<file path="src/rtl/inverter_bank.sv">
// Registered WIDTH-bit inverter bank: bypass, invert-all, masked-invert and toggle modes
// through a fixed two-stage pipeline with a valid qualifier.
module inverter_bank #(
  parameter int               WIDTH     = 8,
  parameter logic [WIDTH-1:0] INIT_MASK = {WIDTH{1'b1}}
) (
  input  logic             clk,
  input  logic             rst_n,
  input  logic [WIDTH-1:0] din,
  input  logic             din_valid,
  input  logic [1:0]       mode,
  input  logic [WIDTH-1:0] mask_in,
  input  logic             mask_load,
  input  logic             tog_clr,
  output logic [WIDTH-1:0] dout,
  output logic             dout_valid,
  output logic [WIDTH-1:0] mask_q,
  output logic [WIDTH-1:0] tog_q
);

  // Valid-only stream, no backpressure: a word is accepted on every rising edge
  // where din_valid is high, and dout/dout_valid present its result exactly one
  // edge later for one cycle; dout holds its last value while dout_valid is low.

  localparam logic [1:0] MODE_BYPASS = 2'b00;
  localparam logic [1:0] MODE_INV    = 2'b01;
  localparam logic [1:0] MODE_MASK   = 2'b10;
  localparam logic [1:0] MODE_TOG    = 2'b11;

  logic [WIDTH-1:0] d1;
  logic [1:0]       m1;
  logic             v1;

  logic [WIDTH-1:0] tog_base;
  logic [WIDTH-1:0] tog_next;
  logic [WIDTH-1:0] result;
  logic             tog_compute;

  // A coincident clear wipes the toggle state before the new sample is folded in.
  always_comb begin
    tog_base    = tog_clr ? '0 : tog_q;
    tog_next    = tog_base ^ (d1 & mask_q);
    tog_compute = v1 && (m1 == MODE_TOG);
    result      = d1;
    case (m1)
      MODE_BYPASS: result = d1;
      MODE_INV:    result = ~d1;
      MODE_MASK:   result = d1 ^ mask_q;
      MODE_TOG:    result = tog_next;
      default:     result = d1;
    endcase
  end

  always_ff @(posedge clk or negedge rst_n) begin
    if (!rst_n) begin
      v1 <= 1'b0;
      d1 <= '0;
      m1 <= MODE_BYPASS;
    end else begin
      v1 <= din_valid;
      if (din_valid) begin
        d1 <= din;
        m1 <= mode;
      end
    end
  end

  always_ff @(posedge clk or negedge rst_n) begin
    if (!rst_n) begin
      dout       <= '0;
      dout_valid <= 1'b0;
    end else begin
      dout_valid <= v1;
      if (v1) begin
        dout <= result;
      end
    end
  end

  // Stage 2 reads the pre-edge mask, so a load only affects later samples.
  always_ff @(posedge clk or negedge rst_n) begin
    if (!rst_n) begin
      mask_q <= INIT_MASK;
    end else if (mask_load) begin
      mask_q <= mask_in;
    end
  end

  always_ff @(posedge clk or negedge rst_n) begin
    if (!rst_n) begin
      tog_q <= '0;
    end else if (tog_compute) begin
      tog_q <= tog_next;
    end else if (tog_clr) begin
      tog_q <= '0;
    end
  end

endmodule

</file>
<file path="config.mk">
export PLATFORM = sky130hd
export DESIGN_NAME = inverter_bank
export DESIGN_NICKNAME = d
export VERILOG_FILES = /design/src/rtl/inverter_bank.sv
export SDC_FILE = /design/constraint.sdc
export NUM_CORES = 1
export LEC_CHECK = 0
export ABC_AREA = 1
export BUFFER_PORTS_ARGS = -buffer_cell sky130_fd_sc_hd__buf_2
export CAP_MARGIN = 20
export CORE_MARGIN = 1
export CORE_UTILIZATION = 45
export DETAILED_ROUTE_END_ITERATION = 10
export PLACE_DENSITY = 0.71
export SETUP_SLACK_MARGIN = 0.15
export SLEW_MARGIN = 20
export SYNTH_ARGS = -nofsm -noshare
export SYNTH_HDL_FRONTEND = slang
export SYNTH_SLANG_ARGS = --single-unit
</file>
<file path="constraint.sdc">
create_clock -name clk -period 1.53 [get_ports clk]
set_input_delay 0.0765 -clock clk [delete_from_list [all_inputs] [get_ports clk]]
set_output_delay 0.0765 -clock clk [all_outputs]
set_load 0.02 [all_outputs]
</file>
==> run summary <==
Area grow syn2layout = 22.08%
First-pass GRT wire length = 6.410 mm
Post-CTS Repair Setup Buffers = 0
GP Congestion = 0.7542
Area leader, netlist = dfrtp_1
Peak supply drop = 0.5716 mV
Layout net count = 317
Hold Startpoint = din[0]
Final setup viols = 0
Number of nets with antenna violations after routing = 0
Worst-Skew Late Latency = 300 ps
Global route total overflow = 0
Multi-input logic area = 827.0 sq um
Final count of pins violating max slew = 0
Class of the tightest hold or removal check = input pin to register
Count of routing violations after the opening detailed-route iteration = 110
Sequential cell area fraction in the yosys report = 0.4755
Period minus WS final = 1299 ps
Root Buffer Master = clkbuf_8
Most common cell in the netlist = nand2_1
RSZ-0062 raised after global routing = false
Data arrival, critical path = 1490 ps
Number of distinct library cell variants in the gate-level netlist after synthesis = 20
Setup crit start kind = register
H-tree level count = 2
Number of rows created at floorplan = 23
Worst reg2reg path endpoint = dout[1]
Via total after detailed routing = 1643
Maximum number of buffers from clock root to sink = 2
Worst setup slack after layout = 231.3 ps
Power per cell area = 1038 nW/um^2
Avg Synthesized Cell Area = 8.329 sq um
Number of buffers created by CTS = 5
Post-synthesis instance area = 1916 sq um
Top cell types by occurrence after synthesis = 72 x nand2_1, 28 x dfrtp_1, 24 x inv_1, 24 x nand3_1, 16 x a21oi_1
Number of buffers inserted by port buffering = 47
Violated checks = hold timing
CTS tree = built
FF+latch count, synth = 36
Number of detailed-route iterations in the first pass = 4
Worst hold slack = -5.689 ps
Classification of the worst setup path = register to register
Maximum Capacitance Violations = 0
Worst endpoint required time = 1720 ps
Routed Wire Length = 4.066 mm
Cell count of the worst reg-to-reg path = 7
Outcome = finished, violations left
Maximum number of pins on one net before global-route repair = 37
Per-cell routed wire length = 12.07 um
Area fraction of the dominant cell type after synthesis = 0.3658
Placeable core area = 4058 sq um
Starting density of the core = 0.4721
Worst slack after detailed placement = 250.5 ps
Register clock-pin slew on the reported worst setup and hold paths = 70 ps
Die area = 4522 sq um
Gate count after technology mapping = 230
Final Hold Fails = 1
Number of nets in the synthesized netlist = 261
Endpoint class of the critical path = register
Height of the die = 67.25 um
Slack of the worst reg-to-reg path = 230 ps
Maximum fanout encountered on the critical timing path = 3
EDFF count, synth = 0
Cell count after placement = 321
Hold path depth = 3
Worst reg2reg path startpoint = mask_q[1]
Relative slew slack = 0.6957
Yosys warning total = 0
Die X-Extent = 67.25 um
Top flip-flop cell by instance count after synthesis = dfrtp_1
Total track usage = 0.1955
Ratio of final minimum period to clock period = 0.8489
Initial antenna violation count = 0
Number of sinks driven by the clock tree = 36
Worst-Margin Slew = 456.4 ps
Detail Placement HPWL = 2.831 mm
Total Neg Setup Slack = 0 ps
Layout filler cell count = 375
Highest clock frequency the design can meet = 770.0 MHz
Antenna Diode Count = 0
Maximum clock skew at final layout = 8.320 ps
Share of cells above drive strength 1 = 0.2892
Main area contributors after synthesis = dfrtp_1 37%, nand2_1 14%, dfstp_2 11%
Fraction of registers with async set/reset = 1.000
Leakage power summed over all cells = 1.233 nW
Average vias per placed instance = 4.875
Layout Cells excl Fill = 337
Hold worst-path end = d1[0]
Number of remaining DRC errors = 0
I/O pin total = 48
Via count of the first global-routing pass = 1350
Register area = 910.9 sq um
-- flip-flops by register name (all words and copies together), names as in the netlist --
name,flops
tog_q,8
dout_valid,1
d1,8
mask_q,8
v1,1
dout,8
m1,2
-- timing repair --
action	4_1_cts	5_1_grt
hold buffers	8	0
setup endpoints to repair	0	1
gates resized for setup	0	1
hold endpoints to repair	35	0
-- report_power, final --
group | leakage (nW) | switching, mW | internal [mW]
Clock | 0.0455 | 0.350 | 0.367
Combinational | 0.752 | 0.353 | 0.219
Sequential | 0.436 | 0.0746 | 1.06
Total | 1.23 | 0.778 | 1.65
-- per-stage QoR --
step                total power, mW    util  area, sq um
floorplan                     1.532       -         1916
global placement              1.694  0.5335         2165
detailed placement            1.708  0.5335         2165
CTS                           2.434  0.5754         2335
global route                  2.571  0.5763         2338
finish                        2.428  0.5763         2338
-- cell type report --
cell class	instances	area share
Clock buffer	8	0.03852
Tap cell	50	0.02675
Sequential cell	36	0.3895
Multi-Input combinational cell	157	0.3537
Inverter	28	0.04708
Timing Repair Buffer	58	0.1445
-- per-layer routing --
layer  GRT usage  share of wire  vias up  wire (um)
met5           0              0        -          0
met4     0.09043          0.022        0         88
met3     0.05236          0.048        8        195
met2      0.2825           0.45       44       1813
met1      0.2709           0.48      743       1969
li1            -              -      848          -
-- kinds of logic after synthesis --
kind of cell / Yosys count / synth area share
simple gates: 107 / 0.2345
buf+inv: 37 / 0.09471
flops: 36 / 0.4755
compound gates: 33 / 0.09014
mux: 9 / 0.05291
fa+ha+maj: 8 / 0.05226
-- placed cells by master, fill, tap and decap left out, types with 9 or more instances in the layout --
cell type  netlist  layout
o21ai_0          9       9
nand2_1         72      72
mux2_2           9       9
buf_2            4      47
inv_1           24      24
nand3_1         24      24
dfrtp_1         28      28
a21oi_1         16      15
-- worst max-delay path by stage --
stage                    from  endpoint  slack, ps  cells past startpoint
floorplan           mask_q[6]   dout[6]        270                      7
global placement    mask_q[3]   dout[3]        270                      7
detailed placement  mask_q[6]   dout[6]        250                      7
CTS                 mask_q[5]   dout[5]        230                      7
global route        mask_q[3]   dout[3]        150                      7
finish              mask_q[1]   dout[1]        230                      7
-- critical path: stages (launching register included) --
cell and delay, ps:
dfstp_2 550, ha_1 230, inv_1 60, nand2_1 40, a21oi_1 120, nand2_1 80, nand2_1 60, nand2_1 50
No activity file was read; power rests on OpenSTA's default activity.
